## src/rtl/imem_access_arbiter.sv

```systemverilog
// Arbitrates the single-port instruction RAM between the core fetch port and the
// loader/debug port, with window range-check and a pipelined one-cycle response.
//
// rr_last state | meaning
// SIDE_FETCH    | fetch won the last accept; loader wins the next tie
// SIDE_LOADER   | loader won the last accept (or reset); fetch wins the next tie
module imem_access_arbiter #(
  parameter logic [31:0] BASE_ADDR   = 32'h8000_0000,
  parameter int unsigned DEPTH_WORDS = 5242880,
  parameter int unsigned AW          = 23
) (
  input  logic          clk,
  input  logic          rst_n,

  input  logic          f_req_valid,
  input  logic [31:0]   f_req_addr,
  output logic          f_req_ready,
  output logic          f_rsp_valid,
  output logic [31:0]   f_rsp_instr,
  output logic          f_rsp_err,

  input  logic          l_req_valid,
  input  logic          l_req_we,
  input  logic [31:0]   l_req_addr,
  input  logic [31:0]   l_req_wdata,
  input  logic          l_lock,
  output logic          l_req_ready,
  output logic          l_rsp_valid,
  output logic [31:0]   l_rsp_rdata,
  output logic          l_rsp_err,

  output logic          mem_en,
  output logic          mem_we,
  output logic [AW-1:0] mem_addr,
  output logic [31:0]   mem_wdata,
  input  logic [31:0]   mem_rdata,

  output logic [15:0]   err_count
);

  typedef enum logic {
    SIDE_FETCH  = 1'b0,
    SIDE_LOADER = 1'b1
  } side_e;

  // 33-bit bounds so a window ending at 2**32 cannot wrap to zero.
  localparam logic [32:0] WIN_LO = {1'b0, BASE_ADDR};
  localparam logic [32:0] WIN_HI = WIN_LO + (33'(DEPTH_WORDS) << 2);

  side_e rr_last, rr_next;

  logic        grant_f, grant_l;
  logic        accept_f, accept_l, accept;
  logic [31:0] sel_addr;
  logic [32:0] addr_ext;
  logic [31:0] word_off;
  logic        addr_ok;
  logic        legal_acc, fault_acc;

  logic        rsp_f_q, rsp_l_q;
  logic        rsp_rd_q, rsp_err_q;

  always_ff @(posedge clk or negedge rst_n) begin
    if (!rst_n) begin
      rr_last <= SIDE_LOADER;
    end else begin
      rr_last <= rr_next;
    end
  end

  always_comb begin
    grant_f = 1'b0;
    grant_l = 1'b0;
    rr_next = rr_last;
    if (l_lock) begin
      grant_l = l_req_valid;
    end else if (f_req_valid && l_req_valid) begin
      if (rr_last == SIDE_LOADER) grant_f = 1'b1;
      else                        grant_l = 1'b1;
    end else begin
      grant_f = f_req_valid;
      grant_l = l_req_valid;
    end
    if (grant_f)      rr_next = SIDE_FETCH;
    else if (grant_l) rr_next = SIDE_LOADER;
  end

  // Nothing is accepted while reset is held, so every output stays low.
  assign accept_f = grant_f & rst_n;
  assign accept_l = grant_l & rst_n;
  assign accept   = accept_f | accept_l;

  assign f_req_ready = accept_f;
  assign l_req_ready = accept_l;

  assign sel_addr = grant_l ? l_req_addr : f_req_addr;
  assign addr_ext = {1'b0, sel_addr};
  assign word_off = sel_addr - BASE_ADDR;
  assign addr_ok  = (sel_addr[1:0] == 2'b00) && (addr_ext >= WIN_LO) && (addr_ext < WIN_HI);

  assign legal_acc = accept & addr_ok;
  assign fault_acc = accept & ~addr_ok;

  always_comb begin
    mem_en    = 1'b0;
    mem_we    = 1'b0;
    mem_addr  = '0;
    mem_wdata = '0;
    if (legal_acc) begin
      mem_en   = 1'b1;
      mem_addr = AW'(word_off >> 2);
      if (accept_l) begin
        mem_we    = l_req_we;
        mem_wdata = l_req_wdata;
      end
    end
  end

  always_ff @(posedge clk or negedge rst_n) begin
    if (!rst_n) begin
      rsp_f_q   <= 1'b0;
      rsp_l_q   <= 1'b0;
      rsp_rd_q  <= 1'b0;
      rsp_err_q <= 1'b0;
    end else begin
      rsp_f_q   <= accept_f;
      rsp_l_q   <= accept_l;
      rsp_rd_q  <= legal_acc & ~(accept_l & l_req_we);
      rsp_err_q <= fault_acc;
    end
  end

  always_ff @(posedge clk or negedge rst_n) begin
    if (!rst_n) begin
      err_count <= '0;
    end else if (fault_acc && (err_count != 16'hFFFF)) begin
      err_count <= err_count + 16'd1;
    end
  end

  // RAM read data lands in the response cycle, so it is steered combinationally.
  assign f_rsp_valid = rsp_f_q;
  assign f_rsp_err   = rsp_f_q & rsp_err_q;
  assign f_rsp_instr = (rsp_f_q && rsp_rd_q) ? mem_rdata : 32'h0;

  assign l_rsp_valid = rsp_l_q;
  assign l_rsp_err   = rsp_l_q & rsp_err_q;
  assign l_rsp_rdata = (rsp_l_q && rsp_rd_q) ? mem_rdata : 32'h0;

endmodule

```

## config.mk

```make
export PLATFORM = sky130hd
export DESIGN_NAME = imem_access_arbiter
export DESIGN_NICKNAME = d
export VERILOG_FILES = /design/src/rtl/imem_access_arbiter.sv
export SDC_FILE = /design/constraint.sdc
export NUM_CORES = 1
export LEC_CHECK = 0
export ABC_AREA = 0
export CORE_AREA = 2 2 109 111
export DETAILED_ROUTE_END_ITERATION = 7
export DIE_AREA = 0 0 111 113
export GPL_TIMING_DRIVEN = 0
export PLACE_DENSITY_LB_ADDON = 0.3
export SYNTH_ARGS = -nofsm -noshare
export SYNTH_HDL_FRONTEND = slang
export SYNTH_SLANG_ARGS = --single-unit
```

## constraint.sdc

```tcl
create_clock -name clk -period 1.9 [get_ports clk]
set_input_delay 0.19 -clock clk [delete_from_list [all_inputs] [get_ports clk]]
set_output_delay 0.19 -clock clk [all_outputs]
set_load 0.005 [all_outputs]
```

==> results of run 1 <==
## cells in the final DEF, fill, tap and decap left out, drive strengths merged
master,instances
a21oi,24
a22oi,1
and2,38
and3,67
and4,1
buf,105
clkbuf,18
clkdlybuf4s18,1
clkdlybuf4s50,203
dfrtp,20
dfstp,1
dlygate4sd2,16
ha,1
inv,3
mux2,1
nand2,55
nand2b,1
nand3,5
nand3b,1
nand4,6
nor2,10
nor2b,1
nor3,3
nor3b,2
nor4,6
nor4b,2
o21a,1
o21ai,3
o221ai,1
or2,1
xnor2,3
xor2,12
## registers in the layout, summed over array words and instances (netlist names)
name and cells:
err_count 16, f_rsp_valid 1, l_rsp_valid 1, rr_last 1, rsp_err_q 1, rsp_rd_q 1
## repair_timing
action	in CTS	in global routing
pin swaps	41	12
hold endpoints to repair	0	0
cloned	6	1
gates resized for setup	374	74
hold buffers	0	0
buffers inserted	27	9
setup endpoints to repair	139	104
## cells by family (layout without fill, tap and decap cells)
| kind of cell | count (synthesis) | after routing | share of synthesized area, % |
|---|---|---|---|
| fa+ha+maj | 1 | 1 | 0.5833 |
| compound gates | 30 | 30 | 8.052 |
| buf+inv | 28 | 346 | 6.184 |
| simple gates | 199 | 199 | 53.79 |
| mux | 1 | 1 | 0.6999 |
| xor+xnor | 15 | 15 | 6.126 |
| flops | 21 | 21 | 24.56 |
## power by group through the flow
stage / sequential [mW] / combinational (mW) / clock [mW]
2_1_floorplan: 0.642 / 0.223 / 0
3_3_place_gp: 0.657 / 0.727 / 0
3_5_place_dp: 0.662 / 0.739 / 0
4_1_cts: 0.654 / 0.770 / 0.453
5_1_grt: 0.670 / 0.877 / 0.481
6_report: 0.654 / 0.814 / 0.442
## layout make-up
cell class                      instances  area share (%)
Multi-Input combinational cell        246           30.26
Inverter                                3          0.3196
Clock buffer                            4           1.342
Tap cell                              143           3.047
Sequential cell                        21           9.035
Buffer                                 23           3.047
Timing Repair Buffer                  316           52.95
## routing by layer
metal / vias up / wire, µm / track usage, %
met5: - / 0 / 0
met4: 0 / 178 / 3.917
met3: 12 / 762 / 2.410
met2: 171 / 6891 / 35.62
met1: 1589 / 5046 / 21.22
li1: 1651 / - / -
## critical path, delay by kind of cell (launching register included)
family,cells,cell delay (ns)
simple gates,3,0.46
buf+inv,3,0.45
compound gates,2,0.27
flops,1,0.53
## per-stage QoR
stage / util, % / worst slack (ns) / setup TNS [ns]
3_5_place_dp: 45.12 / -1.421 / -85.66
2_1_floorplan: - / 0.1313 / 0
3_3_place_gp: 45.12 / -1.454 / -85.20
4_1_cts: 50.05 / -0.2583 / -10.21
6_report: 52.09 / -0.2458 / -9.067
5_1_grt: 52.09 / -0.3437 / -14.96
## cells in the mapped netlist, types with 2 or more instances
master and number:
buf_2 2, nor4_1 2, nand4_1 5, nor3_1 3, dfrtp_1 20, and3_1 67, nor4_2 3, a21oi_1 24
clkbuf_1 20, o21ai_0 3, xnor2_1 3, and2_1 37, xor2_1 12, nor4b_2 2, nand3_1 5, nor2_1 9
nand2_1 54, nor3b_1 2
## worst paths after layout
| path | start | to | slack [ns] | depth (start not counted) |
|---|---|---|---|---|
| min in group clk | l_req_valid | rr_last | 0.46 | 2 |
| worst max register to register | rr_last | err_count[1] | -0.06 | 9 |
| max in group asynchronous | rst_n | rsp_rd_q | 1.42 | 1 |
| worst min-delay path | rst_n | err_count[11] | 0.04 | 1 |
| worst max-delay path | rr_last | mem_addr[13] | -0.25 | 8 |
| worst min register to register | err_count[14] | err_count[14] | 0.50 | 1 |
==> impl_metrics.toml, run 1 <==
[clocking]
clk_path_buf_depth = 2
cts_buffers = 3
tritoncts = "yes"
cts.sinks = 21
htreeDepth = 1
clock_latency_ns = 0.25
root_buffer = "clkbuf_16"
clk_pin_slew_ns = 0.06

[sta]
setup_viol = 65
max_freq_ghz = 0.4660
relSlewSlack_pct = 58.55
worst_pin_slew_ns = 0.6176
worst_slack_ns = -0.2458
fin_crit_sh_pct = 112.9
clock_skew_ns = 0.005777
whs_ns = 0.04025
slew_violations = 0
grt_setup_unrepaired = "yes"
hold_violations = 0
post-route-min-period_ns = 2.146

[logic_synthesis]
synthesis.nets = 430
synth_edf_count = 0
netlist_area_um2 = 2145
ys_seq_elements = 21
synth_cells = 295
ys_seq_area_share_pct = 24.56
yosys.area.top_type = "dfrtp_1"
syn_avg_cell_area_um2 = 7.270
synth.area.top_cells = "dfrtp_1 (23%), and3_1 (20%), and2_1 (11%), nand2_1 (9.5%), a21oi_1 (5.6%)"
synth_top_area_share_pct = 23.34
synth_async_sr_flop_share_pct = 100.0
synthFlopType = "dfrtp_1"
synth_cell_types = 40
ys_warn_count = 0

[detailed_routing]
viasPerCell = 4.528
post_drt_wl_per_cell_um = 17.03
final_antenna_net_count = 0
drtIter0Drc = 129
dr.pass1.iters = 4
vias = 3423
wl_mm = 12.88
route.detailed.drc = 0

[floorplanning]
die_y_um = 113
io_pins = 277
dieWidth_um = 111
die-area_um2 = 12540
fp-row-count = 39
fp.coreArea_um2 = 11270
initial_core_util_pct = 19.03

[cells_and_area]
finalNonFillerCells = 756
regArea_um2 = 530.5
multiInputGateArea_um2 = 1777
fillers = 1084
post-route-cell-area_um2 = 5872
layout-drive-gt1-share_pct = 34.91
area_delta_synth_final_pct = 173.8
fin_nets = 749
n_antenna_cell = 0

[setup_path]
crit_path_max_fanout = 7
max_stage_delay_ns = 0.53
worstPathCellList = "nand3b_1, and2_4, nor2_4, o221ai_4, buf_6, buf_6, a21oi_2, buf_2"
cp_slowest_cell = "dfstp_2"
start_kind = "flop"
critical_path_class = "reg2out"
crit_required_ns = 1.71
crit_top_cell = "buf_6"
end_kind = "primary output"
critical_path_arrival_ns = 1.96

[pwr]
power_frac_clock_pct = 23.1
p_int_mw = 1.347
power_frac_comb_pct = 42.6
pwr-share-seq_pct = 34.3
power_leakage_nw = 2.777
totalPowerFinal_mw = 1.910
swShare_pct = 29.45
ir_worst_vdd_v = 0.0002927
p_sw_mw = 0.5624
p_per_area_nw_per_um2 = 325.2

[grt]
antenna_found_initial = 0
grt_pass1_wl_mm = 18.39
grt.total_usage_pct = 18.26
overflow = 0
grt_max_degree = 25
first_global_vias = 3443

[run_status]
violations = "setup timing"
outcome = "finished, violations left"

[placed_design]
place_area_um2 = 5086
dp.cells = 714
globalplace.congestion = 0.8943
dp_hpwl_mm = 10.14
numPortBuffers = 276

[flow_run]
maxCapViolCount = 0

[worst_hold_path]
min_path_type = "in2async"
Note: power is estimated with default switching activity, not from simulation.
==> run 2: changes to the inputs <==
--- a/config.mk
+++ b/config.mk
@@ -10,6 +10,7 @@
 export DETAILED_ROUTE_END_ITERATION = 7
 export DIE_AREA = 0 0 111 113
 export GPL_TIMING_DRIVEN = 0
+export MAX_ROUTING_LAYER = met4
 export PLACE_DENSITY_LB_ADDON = 0.3
 export SYNTH_ARGS = -nofsm -noshare
 export SYNTH_HDL_FRONTEND = slang
==> impl_metrics.toml, run 2 (synthesis results as in run 1) <==
[run_status]
outcome = "finished, violations left"
violations = "setup timing"

[cells_and_area]
largest_reg_flops = 16
fillers = 1070
regArea_um2 = 530.5
n_antenna_cell = 0
final_cell_mix = "clkdlybuf4s50_1 (199), and3_1 (65), buf_6 (55), nand2_1 (51), and2_4 (34)"
fin_nets = 755
layout-drive-gt1-share_pct = 36.67
largest-register = "err_count"
final_common_cell = "clkdlybuf4s50_1"
multiInputGateArea_um2 = 1854
area_delta_synth_final_pct = 181.1

[floorplanning]
initial_core_util_pct = 19.03
fp.coreArea_um2 = 11270
die_y_um = 113
die-area_um2 = 12540
fp-row-count = 39
io_pins = 277
dieWidth_um = 111

[sta]
post-route-min-period_ns = 2.166
slew_violations = 0
fin_crit_sh_pct = 114.0
setup_viol = 67
worst_pin_slew_ns = 0.9671
max_freq_ghz = 0.4617
grt_setup_unrepaired = "yes"
hold_violations = 0
relSlewSlack_pct = 35.32
whs_ns = 0.3763
worst_slack_ns = -0.2658
clock_skew_ns = 0.006589

[setup_path]
critPathLaunch = "rr_last"
end_kind = "primary output"
rr_startpoint = "rr_last"
critical_path_arrival_ns = 1.98
cp_slowest_cell = "dfstp_2"
crit_path_max_fanout = 8
path_buf_inv = 3
start_kind = "flop"
cp_top_family = "flip-flops"
worstPathCellList = "nand3b_1, and2_4, nor2_4, o221ai_4, buf_6, buf_6, a21oi_2, buf_2"
max_stage_delay_ns = 0.54
crit_top_cell = "buf_6"
critical_path_class = "reg2out"
crit_required_ns = 1.71

[pwr]
swShare_pct = 30.53
p_int_mw = 1.373
totalPowerFinal_mw = 1.976
p_sw_mw = 0.6034
ir_worst_vdd_v = 0.0002880
power_frac_clock_pct = 22.7
power_frac_comb_pct = 44.2
pwr-share-seq_pct = 33.1
p_per_area_nw_per_um2 = 327.8
power_leakage_nw = 2.911

[detailed_routing]
viasPerCell = 4.560
post_drt_wl_per_cell_um = 17.74
wl_mm = 13.52
drtIter0Drc = 133
vias = 3475
dr.pass1.iters = 4
route.detailed.drc = 0
final_antenna_net_count = 0

[grt]
overflow = 0
grt_max_degree = 21
antenna_found_initial = 0
first_global_vias = 3485
grt_pass1_wl_mm = 19.26
grt.total_usage_pct = 19.71

[clocking]
root_buffer = "clkbuf_16"
clk_pin_slew_ns = 0.06
clk_path_buf_depth = 2
cts.sinks = 21
cts_buffers = 3
clock_latency_ns = 0.25
htreeDepth = 1
tritoncts = "yes"

[flow_run]
maxCapViolCount = 0

[worst_hold_path]
min_from = "rst_n"
min_path_type = "in2reg"

[placed_design]
numPortBuffers = 276
dp_hpwl_mm = 10.14
globalplace.congestion = 0.9184
[run 2: metrics by stage]
stage,instances,setup TNS [ns],area [µm²],utilization [%],setup slack (ns)
after floorplan,295,0,2145,-,0.1313
after global placement,714,-86.04,5086,45.12,-1.471
after detailed placement,714,-89.77,5086,45.12,-1.508
after CTS,750,-9.193,5658,50.19,-0.2820
after global routing,762,-11.41,6028,53.48,-0.3496
final,762,-6.841,6028,53.48,-0.2658
[run 2: path summary, 6_finish.rpt]
path | to | slack (ns) | cells after the start
min in group asynchronous | rr_last | 0.60 | 2
max | mem_addr[9] | -0.27 | 8
min reg2reg | err_count[5] | 0.51 | 1
max in group asynchronous | f_rsp_valid | 0.48 | 2
min | f_rsp_valid | 0.38 | 2
max reg2reg | err_count[1] | -0.11 | 10
[run 2: final cells by class]
type	instances	area share [%]
Tap cell	143	2.968
Sequential cell	21	8.800
Inverter	3	0.3113
Clock inverter	1	0.08302
Buffer	21	2.740
Clock buffer	3	1.245
Timing Repair Buffer	324	53.09
Multi-Input combinational cell	246	30.76
[run 2: metal layers]
| metal | wire, µm | vias to the layer above | GRT usage (%) |
|---|---|---|---|
| li1 | - | 1655 | - |
| met1 | 5139 | 1626 | 22.73 |
| met2 | 7243 | 178 | 36.81 |
| met3 | 897 | 16 | 2.464 |
| met4 | 235 | 0 | 4.083 |
| met5 | 0 | - | - |
[run 2: what timing repair did]
| action | 4_1_cts | 5_1_grt |
|---|---|---|
| gates resized for setup | 371 | 100 |
| buffers inserted | 25 | 19 |
| cloned | 6 | 0 |
| pin swaps | 39 | 26 |
| hold buffers | 2 | 0 |
| setup endpoints to repair | 140 | 133 |
| hold endpoints to repair | 20 | 0 |
[run 2: power by group through the flow]
stage | clock network [mW] | registers (mW) | logic [mW]
floorplan | 0 | 0.642 | 0.223
global placement | 0 | 0.656 | 0.727
detailed placement | 0 | 0.659 | 0.741
CTS | 0.461 | 0.651 | 0.797
global route | 0.491 | 0.674 | 0.940
finish | 0.448 | 0.655 | 0.873
==> run 3: changes to the inputs <==
--- a/config.mk
+++ b/config.mk
@@ -6,9 +6,9 @@
 export NUM_CORES = 1
 export LEC_CHECK = 0
 export ABC_AREA = 0
-export CORE_AREA = 2 2 109 111
+export CORE_AREA = 2 2 108 110
 export DETAILED_ROUTE_END_ITERATION = 7
-export DIE_AREA = 0 0 111 113
+export DIE_AREA = 0 0 110 112
 export GPL_TIMING_DRIVEN = 0
 export MAX_ROUTING_LAYER = met4
 export PLACE_DENSITY_LB_ADDON = 0.3
==> constraint.sdc (replaced) <==
create_clock -name clk -period 2.7 [get_ports clk]
set_input_delay 0.27 -clock clk [delete_from_list [all_inputs] [get_ports clk]]
set_output_delay 0.27 -clock clk [all_outputs]
set_load 0.005 [all_outputs]
==> impl_metrics.toml, run 3 (synthesis results as in run 1) <==
[setup_path]
crit_top_cell = "clkdlybuf4s50_1"
rrSetupSlack_ns = 0.78
crit_path_max_fanout = 8
crit_required_ns = 2.43
critical_path_arrival_ns = 2.39
reg2reg_to = "err_count[10]"
worstPathCellList = "clkdlybuf4s50_1, nor4_2, nand4_1, buf_6, nor2_4, o221ai_4, buf_4, a21oi_1, clkdlybuf4s50_1"
crit_path_end = "mem_addr[22]"
critical_path_class = "in2out"
end_kind = "primary output"
cp_slowest_cell = "clkdlybuf4s50_1"
start_kind = "input port"
max_stage_delay_ns = 0.54
critPathLaunch = "l_req_addr[0]"
r2r_cells = 9
rr_startpoint = "rr_last"

[floorplanning]
initial_core_util_pct = 19.19
die-area_um2 = 12320
fp.coreArea_um2 = 11170
dieWidth_um = 110
die_y_um = 112
fp-row-count = 39
io_pins = 277

[sta]
worst_pin_slew_ns = 0.6408
post-route-min-period_ns = 2.658
clock_skew_ns = 0.002195
whs_ns = 0.1304
max_freq_ghz = 0.3763
grt_setup_unrepaired = "yes"
fin_crit_sh_pct = 98.44
worst_slack_ns = 0.04220
relSlewSlack_pct = 57.28
hold_violations = 0
setup_viol = 0
slew_violations = 0

[grt]
antenna_found_initial = 0
first_global_vias = 3172
grt_pass1_wl_mm = 16.66
overflow = 0
grt_max_degree = 25
grt.total_usage_pct = 17.68

[pwr]
p_per_area_nw_per_um2 = 242.2
power_leakage_nw = 2.557
ir_worst_vdd_v = 0.0002468
totalPowerFinal_mw = 1.291

[worst_hold_path]
min_path_type = "in2async"

[cells_and_area]
n_antenna_cell = 0
largest_reg_flops = 16
layout-drive-gt1-share_pct = 7.033
area_delta_synth_final_pct = 148.5
fin_util_pct = 47.70
final_common_cell = "clkdlybuf4s50_1"
final_cell_mix = "clkdlybuf4s50_1 (256), and3_1 (67), nand2_1 (54), and2_1 (37), a21oi_1 (24)"
fin_nets = 719
largest-register = "err_count"
finalNonFillerCells = 726

[detailed_routing]
met1_length_mm = 4.349
wl_met3_mm = 1.029
route.detailed.drc = 0
vias = 3268
top_layer_used = "met4"
final_antenna_net_count = 0
dr_wl_met2_mm = 5.941
post_drt_wl_per_cell_um = 15.90
drtIter0Drc = 199
viasPerCell = 4.501
wl_mm = 11.55
dr.pass1.iters = 4

[clocking]
cts_buffers = 3
clock_latency_ns = 0.25
clk_pin_slew_ns = 0.06
tritoncts = "yes"
cts.hold.buffers_added = 0
htreeDepth = 1
root_buffer = "clkbuf_16"
cts.sinks = 21
clk_path_buf_depth = 2

[placed_design]
dpl_worst_slack_ns = -0.7710
dp.cells = 714
globalplace.congestion = 0.9004
numPortBuffers = 276
dp_hpwl_mm = 9.678

[flow_run]
maxCapViolCount = 0

[run_status]
outcome = "completed"
## run 3: cell types whose count changed in the layout (fill, tap and decap cells not counted), moves of 18 or more
cell,before,now
and2_1,4,37
a21oi_1,1,24
a21oi_2,22,0
clkbuf_1,0,18
buf_2,27,1
buf_6,55,6
and2_4,34,1
clkdlybuf4s50_1,199,256
## run 3: area by class of cell
type,count,area [µm²]
flip-flops and latches,21,526.8
multi-input cells,246,1531
repair buffers,284,2854
fillers,1084,5844
plain buffers,25,146.4
inverters,3,13.76
clock buffers,4,78.83
well taps,143,178.9
## run 3: per-stage QoR
stage | instance area [µm²] | setup TNS (ns)
6_report | 5330 | 0
3_3_place_gp | 5086 | -35.32
3_5_place_dp | 5086 | -35.44
5_1_grt | 5330 | -0.1222
2_1_floorplan | 2145 | 0
4_1_cts | 5246 | 0
## run 3: worst min-delay path by stage
stage	cells past startpoint	end	slack (ns)
after floorplan	0	err_count[0]	-0.03
after global placement	1	err_count[5]	0.48
after detailed placement	1	err_count[5]	0.49
after CTS	1	err_count[11]	0.16
after global routing	1	rsp_err_q	0.19
final	1	err_count[8]	0.13
## run 3: power breakdown
part	internal, mW	switching, mW	total (mW)
sequential	0.378	0.0808	0.458
combinational	0.348	0.176	0.524
clock	0.201	0.108	0.309
## run 3: per-layer routing
layer / track usage [%] / vias up
met2: 31.37 / 187
met3: 3.337 / 20
met1: 19.96 / 1476
li1: - / 1585
met5: - / -
met4: 4.726 / 0
## run 3: timing repair
item                                    in CTS  in global routing
gates resized for setup                     24                 28
buffers inserted                             4                  2
pin swaps                                    3                  3
gates cloned                                 1                  1
endpoints found under the setup margin      58                 43
## run 3: worst max-delay path, delay by kind of cell
family          cells  cell delay [ns]
compound gates      2             0.26
buf+inv             4             1.33
simple gates        3             0.51
